### config.mk
export PLATFORM = sky130hd
export DESIGN_NAME = mem_port_arbiter
export DESIGN_NICKNAME = d
export VERILOG_FILES = /design/src/rtl/mem_port_arbiter.sv
export SDC_FILE = /design/constraint.sdc
export NUM_CORES = 1
export LEC_CHECK = 0
export CORE_AREA = 3 3 98 100
export DETAILED_ROUTE_END_ITERATION = 12
export DIE_AREA = 0 0 101 103
export DONT_BUFFER_PORTS = 1
export SLEW_MARGIN = 20
export SYNTH_ARGS = -nofsm -noshare
export SYNTH_HDL_FRONTEND = slang
export SYNTH_SLANG_ARGS = --single-unit
### constraint.sdc
create_clock -name clk_i -period 1.9 [get_ports clk_i]
set_clock_uncertainty 0.1 [all_clocks]
set_input_delay 0.38 -clock clk_i [delete_from_list [all_inputs] [get_ports clk_i]]
set_output_delay 0.38 -clock clk_i [all_outputs]
set_load 0.05 [all_outputs]
### src/rtl/mem_port_arbiter.sv
// Two-port arbiter sharing one single-port synchronous SRAM between the
// instruction-fetch and data ports. Optional conflict counter: MEM_ARB_PERF_EN.
module mem_port_arbiter #(
    parameter int ADDR_WIDTH   = 14,
    parameter int DATA_WIDTH   = 32,
    parameter int STARVE_LIMIT = 4
) (
    input  logic                      clk_i,
    input  logic                      rst_i,

    input  logic                      instr_req_i,
    input  logic [ADDR_WIDTH-1:0]     instr_addr_i,
    output logic                      instr_gnt_o,
    output logic                      instr_rvalid_o,
    output logic [DATA_WIDTH-1:0]     instr_rdata_o,

    input  logic                      data_req_i,
    input  logic                      data_we_i,
    input  logic [DATA_WIDTH/8-1:0]   data_be_i,
    input  logic [ADDR_WIDTH-1:0]     data_addr_i,
    input  logic [DATA_WIDTH-1:0]     data_wdata_i,
    output logic                      data_gnt_o,
    output logic                      data_rvalid_o,
    output logic [DATA_WIDTH-1:0]     data_rdata_o,

    output logic                      mem_ce_o,
    output logic                      mem_we_o,
    output logic [DATA_WIDTH/8-1:0]   mem_be_o,
    output logic [ADDR_WIDTH-1:0]     mem_addr_o,
    output logic [DATA_WIDTH-1:0]     mem_wdata_o,
    input  logic [DATA_WIDTH-1:0]     mem_rdata_i,

    output logic [31:0]               conflict_cnt_o
);

    localparam logic [3:0] STARVE_MAX = 4'(STARVE_LIMIT);

    // Response FSM: records which port owns the access issued last cycle.
    typedef enum logic [1:0] {
        IDLE   = 2'd0,
        RESP_I = 2'd1,
        RESP_D = 2'd2
    } resp_state_e;

    resp_state_e resp_state_q, resp_state_d;
    logic [3:0]  starve_cnt_q, starve_cnt_d;

    logic instr_win;
    logic instr_gnt;
    logic data_gnt;

    // Data normally wins a collision; a starved fetch takes the next slot.
    always_comb begin
        instr_win = instr_req_i & (~data_req_i | (starve_cnt_q == STARVE_MAX));
        instr_gnt = ~rst_i & instr_win;
        data_gnt  = ~rst_i & data_req_i & ~instr_win;
    end

    always_comb begin
        starve_cnt_d = 4'd0;
        if (instr_req_i && !instr_gnt) begin
            if (starve_cnt_q == STARVE_MAX) begin
                starve_cnt_d = STARVE_MAX;
            end else begin
                starve_cnt_d = starve_cnt_q + 4'd1;
            end
        end
    end

    always_ff @(posedge clk_i) begin
        if (rst_i) begin
            starve_cnt_q <= 4'd0;
        end else begin
            starve_cnt_q <= starve_cnt_d;
        end
    end

    always_comb begin
        instr_gnt_o = instr_gnt;
        data_gnt_o  = data_gnt;
        mem_ce_o    = 1'b0;
        mem_we_o    = 1'b0;
        mem_be_o    = '0;
        mem_addr_o  = data_addr_i;
        mem_wdata_o = data_wdata_i;
        if (instr_gnt) begin
            mem_ce_o   = 1'b1;
            mem_addr_o = instr_addr_i;
        end else if (data_gnt) begin
            mem_ce_o = 1'b1;
            mem_we_o = data_we_i;
            mem_be_o = data_be_i;
        end
    end

    // Next state ignores the current state so grants can stream back-to-back.
    always_comb begin
        resp_state_d = IDLE;
        if (instr_gnt) begin
            resp_state_d = RESP_I;
        end else if (data_gnt) begin
            resp_state_d = RESP_D;
        end
    end

    always_ff @(posedge clk_i) begin
        if (rst_i) begin
            resp_state_q <= IDLE;
        end else begin
            resp_state_q <= resp_state_d;
        end
    end

    always_comb begin
        instr_rvalid_o = ~rst_i & (resp_state_q == RESP_I);
        data_rvalid_o  = ~rst_i & (resp_state_q == RESP_D);
        instr_rdata_o  = mem_rdata_i;
        data_rdata_o   = mem_rdata_i;
    end

`ifdef MEM_ARB_PERF_EN
    logic [31:0] conflict_cnt_q, conflict_cnt_d;

    always_comb begin
        conflict_cnt_d = conflict_cnt_q;
        if (instr_req_i && data_req_i && (conflict_cnt_q != 32'hFFFF_FFFF)) begin
            conflict_cnt_d = conflict_cnt_q + 32'd1;
        end
    end

    always_ff @(posedge clk_i) begin
        if (rst_i) begin
            conflict_cnt_q <= 32'd0;
        end else begin
            conflict_cnt_q <= conflict_cnt_d;
        end
    end

    assign conflict_cnt_o = conflict_cnt_q;
`else
    assign conflict_cnt_o = 32'd0;
`endif

endmodule

==> results of run 1 <==
-- kinds of logic (layout without fill, tap and decap cells) --
| family | count (synthesis) | in the layout | share of synthesized area, % |
|---|---|---|---|
| multiplexers | 14 | 14 | 12.4 |
| adder cells (fa/ha/maj) | 2 | 2 | 1.63 |
| XOR/XNOR | 1 | 1 | 0.569 |
| AND/OR/NAND/NOR | 20 | 20 | 9.02 |
| flip-flops | 6 | 6 | 7.81 |
| AO/OA/AOI/OAI | 5 | 5 | 3.01 |
| other | 1 | 34 | 0.244 |
| buffers and inverters | 135 | 19 | 65.3 |
-- through the flow --
stage	setup WS, ps	util [%]
finish	-183	11.7
global route	-233	11.7
CTS	-182	11.5
detailed placement	17.9	10.6
global placement	42.8	10.6
floorplan	-27.3	-
-- cell type report --
cell class              count  area [um^2]
multi-input cells          74          592
flip-flops and latches      6          123
inverters                   5         18.8
repair buffers             11          110
clock buffers               3         41.3
diodes                      2         5.00
well taps                 108          135
fillers                   993         7740
-- cell usage after synthesis --
master    count  area [um^2]
buf_12        1         20.0
nand2b_4      1         13.8
o211a_1       2         20.0
buf_2         1         5.00
nor3b_1       3         22.5
nor3_1        3         15.0
dfxtp_1       6          120
nor2b_1       1         6.26
buf_4       128          961
and2_1        5         31.3
nand2b_1      1         6.26
and2b_1       1         7.51
ha_1          2         25.0
nand3_1       1         5.00
nand2_1       1         3.75
nor2_1        2         7.51
xor2_1        1         8.76
a21oi_4       1         16.3
mux2_2        5         56.3
a21oi_1       2         10.0
inv_1         5         18.8
conb_1        1         3.75
nand3b_4      1         20.0
mux2_4        9          135
-- report_power, final --
part           switching [mW]  leakage (nW)  internal [mW]
Sequential            0.00230        0.0498          0.130
Clock                  0.0635        0.0216          0.137
Combinational           0.279         0.391         0.0652
Total                   0.344         0.463          0.332
-- metal layers --
| metal | vias to the layer above | track usage, % |
|---|---|---|
| met4 | 0 | 7.16 |
| met2 | 103 | 8.00 |
| met1 | 285 | 3.22 |
| met3 | 30 | 2.17 |
| li1 | 248 | - |
| met5 | - | 0 |
-- registers in the layout, summed over array words and instances, names as in the netlist --
register	cells
starve_cnt_q	4
resp_state_q	2
-- final timing paths --
| path | to | slack [ps] | cells past startpoint |
|---|---|---|---|
| max reg2reg | starve_cnt_q[0]$_SDFF_PP0_ | 590 | 7 |
| max | mem_addr_o[5] | -180 | 6 |
| min reg2reg | starve_cnt_q[0]$_SDFF_PP0_ | 440 | 2 |
| min | resp_state_q[0]$_SDFF_PP0_ | 140 | 1 |
-- what timing repair did --
action,in CTS,in global routing
endpoints found under the setup margin,20,21
pin swaps,5,2
hold endpoints to repair,0,0
gates cloned,0,0
resized for setup,11,2
setup buffers,1,1
==> flow_summary.json, run 1 <==
{
  "status": "complete, but fails checks",
  "violations": "negative setup slack",
  "period_needed_ps": 2080,
  "area_growth_pct": -33.4,
  "worstSkewPairLatency_ps": 230,
  "portBuffers": 0,
  "peakVddDrop_v": 0.000272,
  "h-tree-depth": 1,
  "hpwl_um": 2420,
  "hold_violations": 0,
  "worst_slack_ps": -183,
  "syn_area_mm2": 0.00154,
  "finalInstanceArea_mm2": 0.00102,
  "start_util_pct": 17.6,
  "num_rows": 34,
  "drv_slew": 0,
  "powerDensity_mw_per_mm2": 660,
  "synth_cell_types": 24,
  "clock-sinks": 6,
  "grt_pass1_wl_um": 3580,
  "worst_ep_required_time_ps": 1420,
  "die_x_um": 101,
  "cts_tree": "done",
  "fin_cells": 209,
  "max_stage_delay_ps": 400,
  "ys_seq_area_share_pct": 7.80,
  "grt_setup_unrepaired": "yes",
  "synthCells": 184,
  "min_from": "data_req_i",
  "leakage_nw": 0.463,
  "top_layer": "met4",
  "cts-root-buf": "clkbuf_8",
  "wl_met3_um": 466,
  "worstSetupStartpointType": "register",
  "finalCritPeriodShare_pct": 110,
  "tns_ps": -3240,
  "placed_area_um2": 925,
  "first_pass_iters": 2,
  "avgRoutedWirePerCell_um": 13.4,
  "grt_overflow": 0,
  "critPathBufInv": 2,
  "ant_nets": 0,
  "fmax_mhz": 480,
  "drc_errors": 0,
  "cts-hold-fix-buffers": 0,
  "path_delay_family": "multiplexers",
  "worstSetupEndpointType": "output pin",
  "final_common_cell": "conb_1",
  "final_cell_mix": "conb_1 (32), mux2_4 (14), buf_4 (6)",
  "ioPinCount": 253,
  "grt_max_degree": 9,
  "finish.net_count": 204,
  "via_per_inst": 3.19,
  "total_power_mw": 0.676,
  "critPathSlowestCell": "mux2_4",
  "drt_iter0_drc": 11,
  "syn_avg_cell_area_um2": 8.36,
  "first_global_vias": 728,
  "yosysWarnings": 0,
  "die-area_mm2": 0.0104,
  "dieHeight_um": 103,
  "drt-met1-wl_um": 685,
  "cp_max_fo": 8,
  "finalSetupViolCount": 20,
  "r2r-start": "starve_cnt_q[1]$_SDFF_PP0_",
  "dp_cells": 202,
  "wirelength_um": 2790,
  "gp_congestion": 0.792,
  "core-area_mm2": 0.00876,
  "grt_antenna_before_repair": 2,
  "crit_chain": "inv_2 > ha_4 > nand3b_4 > a21oi_4 > buf_6 > mux2_4",
  "maxCapViolCount": 0,
  "via_count": 666,
  "crit_type": "register to output pin",
  "holdCritPathClass": "input pin to register",
  "grt.total_usage_pct": 4.77,
  "synth_seq_cells": 6,
  "cts_made_buffers": 3,
  "cts_buffer_depth": 2,
  "clk_pin_slew_ps": 40,
  "cp.arrival_ps": 1600,
  "final_layout_size_suffix_gt1_share_pct": 44.4,
  "startpoint": "starve_cnt_q[1]$_SDFF_PP0_",
  "wl_met2_um": 1360,
  "whs_ps": 139
}
(Power assumes the default switching activity.)
==> run 2: changes to the inputs <==
Settings changed: CELL_PAD_IN_SITES_DETAIL_PLACEMENT from default to 0, CELL_PAD_IN_SITES_GLOBAL_PLACEMENT from default to 1, PLACE_DENSITY_LB_ADDON from default to 0.1.
Clock period 1.9 ns to 2.5 ns, I/O delays scaled along.
==> run 2 against run 1 <==
  * Highest routed layer unchanged
  * Sequential power fell by 24%
  * Register-to-register slack improved by 660 ps
  * Critical path depth did not move
  * Utilization fell by 0.13 points
  * Sequential share of layout area fell by 0.11 points
  * Die area did not move
  * Largest power group unchanged
  * The flow now finishes without violations
  * Non-clock buffer count fell by 1
  * Routed wire length rose by 1.9%
  * Clock power fell by 28%
  * Hold slack improved by 140 ps
  * Via count fell by 2.9%
  * Combinational power fell by 24%
==> flow_summary.json, run 2 (same netlist as run 1, synthesis figures left out) <==
{
  "clock-sinks": 6,
  "worstSkewPairLatency_ps": 220,
  "min_from": "data_req_i",
  "finalCritPeriodShare_pct": 97.0,
  "via_count": 647,
  "internal_power_mw": 0.253,
  "via_per_inst": 3.14,
  "r2r_slack_ps": 1250,
  "fin_cells": 206,
  "cp.arrival_ps": 1830,
  "peakVddDrop_v": 0.0000978,
  "drt_iter0_drc": 5,
  "drv_slew": 0,
  "switchingPower_mw": 0.254,
  "fmax_mhz": 412,
  "largest_registers": "starve_cnt_q (4), resp_state_q (2)",
  "finalInstanceArea_mm2": 0.00101,
  "whs_ps": 278,
  "avgRoutedWirePerCell_um": 13.8,
  "p_comb_share_pct": 52.0,
  "grt_overflow": 0,
  "dieHeight_um": 103,
  "core-area_mm2": 0.00876,
  "cts_setup_buffers": 0,
  "gp_congestion": 0.633,
  "hpwl_um": 2480,
  "dp_cells": 203,
  "powerDensity_mw_per_mm2": 500,
  "crit_type": "register to output pin",
  "ioPinCount": 253,
  "cts_buffer_depth": 2,
  "area_growth_pct": -34.1,
  "total_power_mw": 0.506,
  "num_rows": 34,
  "cts_made_buffers": 3,
  "grt_antenna_before_repair": 0,
  "whs_path_depth": 1,
  "clk_pin_slew_ps": 40,
  "worst_ep_required_time_ps": 1900,
  "final_cell_mix": "conb_1 (32), mux2_4 (11), buf_12 (6), dfxtp_1 (6)",
  "regToRegEndpoint": "starve_cnt_q[0]$_SDFF_PP0_",
  "first_pass_iters": 4,
  "holdCritPathClass": "input pin to register",
  "cts-hold-fix-buffers": 0,
  "grt.total_usage_pct": 4.78,
  "finish.net_count": 203,
  "finalSetupViolCount": 0,
  "hold_violations": 0,
  "portBuffers": 0,
  "status": "complete, no violations",
  "cp_max_fo": 15,
  "worstSetupStartpointType": "register",
  "fillers": 1020,
  "h-tree-depth": 1,
  "n_antenna_cell": 0,
  "ctsResizeCount": 0,
  "leakage_nw": 0.455,
  "multi_input_area_um2": 548,
  "swShare_pct": 50.1,
  "grt_pass1_wl_um": 3680,
  "period_needed_ps": 2430,
  "maxCapViolCount": 0,
  "tns_ps": 0,
  "wirelength_um": 2850,
  "largest-register": "starve_cnt_q",
  "whs_endpoint": "resp_state_q[0]$_SDFF_PP0_",
  "largest_reg_flops": 4,
  "r2r_cells": 5,
  "start_util_pct": 17.6,
  "die-area_mm2": 0.0104,
  "placed_area_um2": 965,
  "seqPwrFrac_pct": 19.8,
  "grt_setup_unrepaired": "yes",
  "r2r-start": "starve_cnt_q[0]$_SDFF_PP0_",
  "power_frac_clock_pct": 28.2,
  "cts-root-buf": "clkbuf_8",
  "grt_max_degree": 16,
  "die_x_um": 101,
  "ant_nets": 0,
  "drc_errors": 0,
  "register_area_um2": 120,
  "cts_tree": "done",
  "final_layout_size_suffix_gt1_share_pct": 32.7,
  "worstSetupEndpointType": "output pin",
  "final_common_cell": "conb_1",
  "first_global_vias": 722
}
==> run 2: cell types whose count changed in the layout (fill, tap and decap cells not counted), sizes merged <==
cell	before	now
buf	11	10
diode	2	0
==> run 2: worst max-delay path by stage <==
stage,startpoint,to
global route,starve_cnt_q[0]$_SDFF_PP0_,mem_addr_o[10]
finish,starve_cnt_q[0]$_SDFF_PP0_,mem_addr_o[10]
floorplan,starve_cnt_q[0]$_SDFF_PP0_,mem_be_o[0]
CTS,starve_cnt_q[0]$_SDFF_PP0_,mem_addr_o[13]
global placement,starve_cnt_q[0]$_SDFF_PP0_,mem_addr_o[13]
detailed placement,starve_cnt_q[0]$_SDFF_PP0_,mem_addr_o[13]
==> run 2: final cells by class <==
class | count | area share, %
Tap cell | 108 | 13.3
Sequential cell | 6 | 11.9
Clock buffer | 3 | 4.07
Timing Repair Buffer | 10 | 14.8
Multi-Input combinational cell | 74 | 54.1
Inverter | 5 | 1.85
==> run 2: worst max-delay path: stages, from the launching register on <==
cell and delay (ps):
dfxtp_1 330, inv_1 60, ha_1 210, nand3b_4 130, a21oi_4 190, buf_12 210, mux2_2 480
==> run 2: routing by layer <==
layer,GRT usage [%],share of wire (%),vias to the layer above
met5,0,0,-
met4,8.08,14,0
met3,2.44,19,56
met2,7.95,47,90
met1,2.77,20,259
li1,-,-,242
==> run 2: power groups by stage <==
stage / registers, mW / logic (mW) / clock network, mW
final: 0.100 / 0.263 / 0.143
after floorplan: 0.101 / 0.689 / 0
after global routing: 0.101 / 0.272 / 0.152
after detailed placement: 0.102 / 0.260 / 0
after global placement: 0.102 / 0.263 / 0
after CTS: 0.100 / 0.261 / 0.146
==> run 2: per-stage QoR <==
step	util, %	setup WS (ps)
finish	11.6	74.6
global route	11.6	-14.8
CTS	11.5	67.6
detailed placement	11.0	306
global placement	11.0	312
floorplan	-	208
